## src/rtl/fetch_queue_unit.sv

```systemverilog
//==============================================================================
// Module   : fetch_queue_unit
// Purpose  : Instruction fetch stage with a small {PC, instruction} queue.
//            The PC register addresses a combinational instruction memory;
//            each accepted fetch is pushed into a circular FIFO whose head
//            is presented to decode. Handles branch waits, redirects with
//            a configurable number of bubble cycles, and a global freeze.
//            All state updates on the FALLING edge of I_CLOCK.
// Ports    : I_CLOCK, I_RESET (sync, active-high)
//            O_IMemAddr / I_IMemData    - instruction memory read port
//            I_BranchPC / I_BranchAddrSelect - redirect target and strobe
//            I_BranchStallSignal        - decode holds an unresolved branch
//            I_DepStallSignal           - decode cannot accept head entry
//            I_GPUStallSignal           - global pipeline freeze
//            O_PC / O_IR / O_FE_Valid   - queue head toward decode
//            O_QueueCount               - occupied entries
//            O_StallCycles / O_FlushCount - performance counters
// Options  : define FETCH_PERF_CNT_EN to build the performance counters;
//            otherwise both counter ports are tied to zero.
// Revision : 1.0 - initial release
//==============================================================================
`default_nettype none

module fetch_queue_unit #(
  parameter int                  PC_WIDTH       = 16,
  parameter int                  IR_WIDTH       = 32,
  parameter int                  QUEUE_DEPTH    = 4,
  parameter int                  BRANCH_BUBBLES = 2,
  parameter logic [PC_WIDTH-1:0] RESET_PC       = '0
) (
  input  logic                             I_CLOCK,
  input  logic                             I_RESET,
  output logic [PC_WIDTH-1:0]              O_IMemAddr,
  input  logic [IR_WIDTH-1:0]              I_IMemData,
  input  logic [PC_WIDTH-1:0]              I_BranchPC,
  input  logic                             I_BranchAddrSelect,
  input  logic                             I_BranchStallSignal,
  input  logic                             I_DepStallSignal,
  input  logic                             I_GPUStallSignal,
  output logic [PC_WIDTH-1:0]              O_PC,
  output logic [IR_WIDTH-1:0]              O_IR,
  output logic                             O_FE_Valid,
  output logic [$clog2(QUEUE_DEPTH):0]     O_QueueCount,
  output logic [31:0]                      O_StallCycles,
  output logic [31:0]                      O_FlushCount
);

  localparam int PTR_W = $clog2(QUEUE_DEPTH);
  localparam int CNT_W = PTR_W + 1;

  localparam logic [1:0] ST_RUN     = 2'd0;
  localparam logic [1:0] ST_BR_WAIT = 2'd1;
  localparam logic [1:0] ST_BUBBLE  = 2'd2;

  localparam logic [IR_WIDTH-1:0] NOP_IR      = IR_WIDTH'(32'hFF00_0000);
  localparam logic [CNT_W-1:0]    DEPTH_C     = CNT_W'(QUEUE_DEPTH);
  localparam logic [2:0]          BUBBLE_INIT = 3'(BRANCH_BUBBLES);
  localparam logic [PC_WIDTH-1:0] PC_STEP     = PC_WIDTH'(4);

  logic [PC_WIDTH-1:0] pc;
  logic [1:0]          state;
  logic [2:0]          bub_cnt;
  logic [PTR_W-1:0]    rd_ptr;
  logic [PTR_W-1:0]    wr_ptr;
  logic [CNT_W-1:0]    count;

  logic [PC_WIDTH-1:0] pc_mem [QUEUE_DEPTH];
  logic [IR_WIDTH-1:0] ir_mem [QUEUE_DEPTH];

  logic valid;
  logic pop;
  logic push;

  // Reset is folded into valid so the head is hidden while reset is held,
  // even before the first falling edge has cleared the queue.
  assign valid = (count != '0) && (state == ST_RUN) && !I_RESET;
  assign pop   = valid && !I_DepStallSignal && !I_GPUStallSignal;

  // A full queue may still accept a fetch when the head leaves in the same
  // cycle; the slot being freed is the one the write pointer lands on.
  assign push  = (state == ST_RUN) && ((count < DEPTH_C) || pop) &&
                 !I_BranchStallSignal && !I_GPUStallSignal &&
                 !I_BranchAddrSelect;

  assign O_IMemAddr   = pc;
  assign O_FE_Valid   = valid;
  assign O_PC         = valid ? pc_mem[rd_ptr] : '0;
  assign O_IR         = valid ? ir_mem[rd_ptr] : NOP_IR;
  assign O_QueueCount = count;

  // Queue storage carries no reset; occupancy alone decides what is live.
  always_ff @(negedge I_CLOCK) begin
    if (push && !I_RESET) begin
      pc_mem[wr_ptr] <= pc;
      ir_mem[wr_ptr] <= I_IMemData;
    end
  end

  // Control: reset > redirect > freeze > branch stall > normal push/pop.
  always_ff @(negedge I_CLOCK) begin
    if (I_RESET) begin
      pc      <= RESET_PC;
      state   <= ST_RUN;
      bub_cnt <= '0;
      rd_ptr  <= '0;
      wr_ptr  <= '0;
      count   <= '0;
    end else if (I_BranchAddrSelect) begin
      pc     <= I_BranchPC;
      rd_ptr <= '0;
      wr_ptr <= '0;
      count  <= '0;
      if (BRANCH_BUBBLES == 0) begin
        state   <= ST_RUN;
        bub_cnt <= '0;
      end else begin
        state   <= ST_BUBBLE;
        bub_cnt <= BUBBLE_INIT;
      end
    end else if (I_GPUStallSignal) begin
      // Frozen: everything holds.
      state <= state;
    end else begin
      case (state)
        ST_BR_WAIT: begin
          // Not-taken resolution: resume at the held PC.
          if (!I_BranchStallSignal) begin
            state <= ST_RUN;
          end
        end
        ST_BUBBLE: begin
          // Leaving once the decremented value reaches 1 yields
          // BRANCH_BUBBLES invalid cycles after the redirect edge.
          bub_cnt <= bub_cnt - 3'd1;
          if (bub_cnt <= 3'd2) begin
            state <= ST_RUN;
          end
        end
        ST_RUN: begin
          if (I_BranchStallSignal) begin
            state  <= ST_BR_WAIT;
            rd_ptr <= '0;
            wr_ptr <= '0;
            count  <= '0;
          end else begin
            if (push) begin
              wr_ptr <= wr_ptr + 1'b1;
              pc     <= pc + PC_STEP;
            end
            if (pop) begin
              rd_ptr <= rd_ptr + 1'b1;
            end
            if (push && !pop) begin
              count <= count + 1'b1;
            end else if (pop && !push) begin
              count <= count - 1'b1;
            end
          end
        end
        default: begin
          state <= ST_RUN;
        end
      endcase
    end
  end

`ifdef FETCH_PERF_CNT_EN
  logic [31:0] stall_cycles;
  logic [31:0] flush_count;
  logic        stall_event;
  logic        flush_event;

  // A head entry was offered but could not leave.
  assign stall_event = valid && (I_DepStallSignal || I_GPUStallSignal);

  // Only flushes that actually discard entries are counted.
  assign flush_event = !I_RESET && (count != '0) &&
                       (I_BranchAddrSelect ||
                        (!I_GPUStallSignal && (state == ST_RUN) &&
                         I_BranchStallSignal));

  always_ff @(negedge I_CLOCK) begin
    if (I_RESET) begin
      stall_cycles <= '0;
      flush_count  <= '0;
    end else begin
      if (stall_event && (stall_cycles != 32'hFFFF_FFFF)) begin
        stall_cycles <= stall_cycles + 32'd1;
      end
      if (flush_event && (flush_count != 32'hFFFF_FFFF)) begin
        flush_count <= flush_count + 32'd1;
      end
    end
  end

  assign O_StallCycles = stall_cycles;
  assign O_FlushCount  = flush_count;
`else
  assign O_StallCycles = '0;
  assign O_FlushCount  = '0;
`endif

endmodule

`default_nettype wire
```

## config.mk

```make
export PLATFORM = sky130hd
export DESIGN_NAME = fetch_queue_unit
export DESIGN_NICKNAME = d
export VERILOG_FILES = /design/src/rtl/fetch_queue_unit.sv
export SDC_FILE = /design/constraint.sdc
export NUM_CORES = 1
export LEC_CHECK = 0
export CORE_MARGIN = 2
export CORE_UTILIZATION = 56
export CTS_BUF_LIST = sky130_fd_sc_hd__clkbuf_8 sky130_fd_sc_hd__clkbuf_16
export DETAILED_ROUTE_END_ITERATION = 12
export PLACE_DENSITY = 0.93
export SYNTH_ARGS = -nofsm -noshare
export SYNTH_HDL_FRONTEND = slang
export SYNTH_SLANG_ARGS = --single-unit
```

## constraint.sdc

```tcl
create_clock -name I_CLOCK -period 5.6 [get_ports I_CLOCK]
set_input_delay 0.84 -clock I_CLOCK [delete_from_list [all_inputs] [get_ports I_CLOCK]]
set_output_delay 0.84 -clock I_CLOCK [all_outputs]
set_load 0.03 [all_outputs]
```

==> metrics.cfg, run 1 <==
[layout]
seq_area_um2 = 6380
drive_gt1_share_pct = 23.6
multi_input_area_um2 = 2810
mostFrequentLayoutCell = inv_1
diodes = 0
synthToLayoutAreaGrowth_pct = 39.1
fillers = 844
most-common-layout-cells = inv_1, edfxtp_1, clkdlybuf4s50_1
nets = 1042

[placed_design]
hpwlAfterDp_mm = 12.9
gp_congestion = 0.916
pre_cts_slack_ns = -0.206
io_buffers = 121

[yosys]
synthAdderAreaFrac_pct = 1.14
ys_seq_area_share_pct = 67.6
synthFlopType = edfxtp_1
ys_warn_count = 0
synth_area_um2 = 9420
synth_compound_gate_area_share_pct = 2.75
synth_top_family_by_area = multiplexers
avgSynthCellArea_um2 = 16.4
syn_inst = 576
synth_edf_count = 192
synth-xor-area-share_pct = 0.651
async_flop_share_pct = 0
synth-seq-cells = 222
yosysUniqueCellTypes = 51
synth_simple_gate_area_share_pct = 9.40
synth.area.mux_share_pct = 11.7

[clock_tree]
clk_latency_ns = 0.60
cts_max_path_buffers = 3
htreeDepth = 1
cts_buffers = 22
clk_pin_slew_ns = 0.05
cts_sinks = 222
tritoncts = done
cts-root-buf = clkbuf_16

[global_routing]
grt-ovfl-total = 0
grtUsageTotal_pct = 26.0
gr-usage-met2_pct = 45.9
grt_pass1_wl_mm = 35.1
antenna_found_initial = 0
grt_max_degree = 24
use_met1_pct = 29.1
met3_usage_pct = 6.85
grt.busiest_layer = met2
grt_pass1_vias = 7085

[timing]
report.final.slew_viol_count = 0
rsz0062_at_grt = true
layout_setup_ws_ns = -0.195
final-setup-viol-count = 48
hold_ws_ns = 0.525
finalClockSkew_ns = 0.0490
hold_viol = 0

[floorplanning]
io_pins = 186
dieArea_um2 = 17900
die_x_um = 134
initial_core_util_pct = 57.0
rows = 47
core_um2 = 16500
die_h_um = 134

[detailed_routing]
avgViaCountPerCell = 5.31
drtIter0Drc = 435
via_count = 6452
antenna_left = 0
drc = 0
post_drt_wl_per_cell_um = 19.9
dr.pass1.iters = 5
wirelength_mm = 24.2

[run_status]
violations = negative setup slack
outcome = finished, violations left

[worst_setup_path]
crit_type = reg -> out
cpPeakStageDelay_ns = 0.52
end_kind = primary output
startpoint_type = flip-flop
cp_num_buf_inv = 3
r2r-start = state[1]
cpLargestDelayFamily = multiplexers
crit_path_max_fanout = 8
arrival_ns = 4.95
cpMostUsedCell = buf_12
crit_required_ns = 4.76
path_cells = buf_12, buf_12, mux4_2, and2b_1, buf_12
slowest_stage = mux4_2

[power]
ir_drop_v = 0.000235
power_leakage_nw = 5.58
power_density_nw_per_um2 = 330
finalPower_mw = 4.33

[run]
cap_violations = 0

[hold_path]
hp-start = wr_ptr[1]
hold_path.class = reg -> reg

-- layout make-up --
type                            count  share of cell area [%]
Clock buffer                       23                    4.39
Clock inverter                    237                    7.42
Inverter                            9                   0.258
Multi-Input combinational cell    315                    21.4
Sequential cell                   222                    48.7
Tap cell                          220                    2.10
Timing Repair Buffer              188                    15.7
-- Yosys cell counts, types with 5 or more instances --
master	number	area share [%]
clkbuf_1	19	0.76
nand3_1	19	1.0
o21ai_0	5	0.27
a21oi_1	8	0.42
dfxtp_1	30	6.4
nor3_1	6	0.32
buf_4	64	5.1
and2b_1	14	1.1
nor2_1	22	0.88
nor2b_1	27	1.8
or2_2	9	0.60
nand2_1	10	0.40
inv_1	10	0.40
mux4_2	48	11
a211oi_1	6	0.48
and3_1	7	0.46
edfxtp_1	192	61
ha_1	7	0.93
or3_1	8	0.53
buf_2	7	0.37
nand4_1	7	0.46
-- kinds of logic (layout without fill, tap and decap cells) --
| family | after synthesis | in the layout |
|---|---|---|
| other cells | 1 | 64 |
| simple gates | 150 | 150 |
| mux | 50 | 50 |
| fa+ha+maj | 8 | 8 |
| xor+xnor | 7 | 7 |
| buf+inv | 102 | 457 |
| flops | 222 | 222 |
| compound gates | 36 | 36 |
-- path summary, 6_finish.rpt --
kind	to	slack (ns)	cells after the start
worst max-delay path	O_PC[4]	-0.19	5
worst max register to register	O_QueueCount[2]	3.37	7
worst min register to register	wr_ptr[1]	0.53	2
worst min-delay path	wr_ptr[1]	0.53	2
-- stage by stage --
stage	setup TNS, ns	instances	utilization, %	cell area, um2
2_1_floorplan	-3.18	639	-	9670
3_3_place_gp	-3.73	937	66.9	11000
3_5_place_dp	-18.14	937	66.9	11000
4_1_cts	-6.71	1210	78.6	13000
5_1_grt	-8.21	1214	79.3	13100
6_report	-5.78	1214	79.3	13100
-- where the power goes --
| group | switching [mW] | total (mW) | leakage, nW | internal, mW |
|---|---|---|---|---|
| clock network | 1.11 | 2.20 | 1.57 | 1.09 |
| registers | 0.0265 | 1.85 | 1.98 | 1.83 |
| logic | 0.167 | 0.270 | 2.03 | 0.103 |
-- tightest hold or removal path, stage by stage, from the launching register on --
cell	delay, ns
dfxtp_1	0.34
nand2_1	0.07
a21oi_1	0.06
-- routing by layer --
layer  share of wire [%]  up-vias
met1                  36     3146
met2                  55      381
met3                 7.5       24
met4                 1.2        0
li1                    -     2901
met5                   0        -
-- sequential cells by signal, summed over array words and instances, names as in the netlist, named ones only --
register and count:
ir_mem 128, pc_mem 64, rd_ptr 2, O_QueueCount 3
O_IMemAddr 16, state 2, bub_cnt 3, wr_ptr 2
-- timing repair --
| item | CTS | global route |
|---|---|---|
| pin swaps | 1 | 1 |
| gates cloned | 1 | 0 |
| hold buffers | 0 | 0 |
| gates resized for setup | 111 | 29 |
| endpoints found under the setup margin | 49 | 50 |
| buffers inserted | 13 | 4 |
No activity file was read; power rests on OpenSTA's default activity.
==> run 2, diff against run 1 <==
- PLACE_DENSITY: 0.93 -> default
- PLACE_DENSITY_LB_ADDON: default -> 0.12
- SLEW_MARGIN: default -> 20
==> run 2 against run 1 <==
Against the previous run: the flow still finishes with violations (negative setup slack); sequential share of layout area decreased by 0.89 points; global-route usage is 1.9 points lower; via count is 0.31% higher; clock power rose by 7%; critical path depth did not move; utilization increased by 1.5 points; clock skew increased by 0.015 ns; flip-flop and latch count unchanged; clock-buffer cell count grew 2; sequential power about the same; wire length down 3.2%.
==> metrics.cfg, run 2 (same netlist as run 1, synthesis figures left out) <==
[floorplanning]
dieArea_um2 = 17900
rows = 47
die_x_um = 134
die_h_um = 134
core_um2 = 16500
initial_core_util_pct = 57.0
io_pins = 186

[layout]
synthToLayoutAreaGrowth_pct = 41.7
diodes = 0
fin_util_pct = 80.8
mostFrequentLayoutCell = inv_1
most-common-layout-cells = inv_1, edfxtp_1, clkdlybuf4s50_1
fillers = 892
drive_gt1_share_pct = 25.4
largest_reg_flops = 128
final-instance-count-excl-fill = 1219
top_register = ir_mem
nets = 1044

[clock_tree]
cts_sinks = 222
htreeDepth = 1
cts-root-buf = clkbuf_16
clk_latency_ns = 0.62
cts_max_path_buffers = 3
tritoncts = done
cts_buffers = 24
clk_pin_slew_ns = 0.03

[placed_design]
place_inst = 944
io_buffers = 121
pre_cts_slack_ns = -0.223
gp_congestion = 0.893
hpwlAfterDp_mm = 12.4

[worst_setup_path]
reg2reg_slack_ns = 3.33
crit_required_ns = 4.76
crit_start = state[0]
r2r-start = state[1]
arrival_ns = 4.99
end_kind = primary output
reg2reg_depth = 7
startpoint_type = flip-flop
crit_type = reg -> out
r2r_end = O_QueueCount[2]
endpoint = O_PC[2]
crit_path_max_fanout = 8

[hold_path]
whs_path_depth = 2
hold_path.class = reg -> reg

[timing]
final-setup-viol-count = 48
report.final.slew_viol_count = 0
hold_ws_ns = 0.534
hold_viol = 0
rsz0062_at_grt = true
layout_setup_ws_ns = -0.233
finalClockSkew_ns = 0.0636

[detailed_routing]
antenna_left = 0
dr.pass1.iters = 7
wirelength_mm = 23.4
post_drt_wl_per_cell_um = 19.2
drtIter0Drc = 371
drc = 0
avgViaCountPerCell = 5.31
via_count = 6472

[global_routing]
grt_pass1_wl_mm = 33.2
grt_pass1_vias = 6925
grt_max_degree = 25
grt-ovfl-total = 0
antenna_found_initial = 0
grtUsageTotal_pct = 24.1

[power]
finalPower_mw = 4.49
power_leakage_nw = 5.65
power_density_nw_per_um2 = 337
ir_drop_v = 0.000232

[run_status]
outcome = finished, violations left
violations = negative setup slack

[run]
cap_violations = 0

[run 2: cell types whose count changed in the layout (fill, tap and decap cells not counted), sizes merged, moves of 2 or more]
cell,delta
inv,-3
clkbuf,+4
buf,-2
clkinvlp,+4
[run 2: critical path, stage by stage (launching register included)]
cell and delay [ns]:
dfxtp_2 0.31, or4_4 0.56, buf_12 0.19, buf_12 0.15, and2b_2 0.26, buf_12 0.13
[run 2: what timing repair did]
item,in CTS,in global routing
endpoints found under the setup margin,49,49
buffers inserted,6,2
gates cloned,1,2
hold buffers,0,0
gates resized for setup,121,55
pin swaps,1,2
[run 2: worst min path at each step]
stage / from / endpoint / slack (ns)
floorplan: wr_ptr[1] / wr_ptr[1] / 0.48
global placement: wr_ptr[1] / wr_ptr[1] / 0.50
detailed placement: wr_ptr[1] / wr_ptr[1] / 0.52
CTS: wr_ptr[1] / wr_ptr[1] / 0.53
global route: wr_ptr[1] / wr_ptr[1] / 0.54
finish: wr_ptr[1] / wr_ptr[1] / 0.53
[run 2: area by class of cell]
class	instances	area, um2	area share, %
Multi-Input combinational cell	315	2850	21.3
Clock inverter	240	1030	7.71
Sequential cell	222	6380	47.8
Tap cell	220	275	2.06
Clock buffer	25	626	4.69
Inverter	9	38.8	0.291
Timing Repair Buffer	188	2150	16.1
[run 2: routing by layer]
layer | global-route usage (%) | wire length, um | up-vias
li1 | - | - | 2916
met1 | 27.6 | 8870 | 3181
met2 | 40.4 | 12100 | 332
met3 | 7.46 | 1790 | 43
met4 | 13.1 | 603 | 0
met5 | 0 | 0 | -
[run 2: report_power, final]
group | internal (mW) | switching [mW] | leakage, nW | total (mW)
Combinational | 0.112 | 0.173 | 2.08 | 0.285
Clock | 1.21 | 1.15 | 1.59 | 2.36
Sequential | 1.83 | 0.0213 | 1.98 | 1.85
Total | 3.15 | 1.34 | 5.65 | 4.49
[run 2: stage by stage]
step	setup TNS (ns)	cell area, um2
finish	-7.22	13400
global route	-8.73	13400
CTS	-7.74	13100
detailed placement	-11.63	11100
global placement	-4.53	11100
floorplan	-3.18	9670
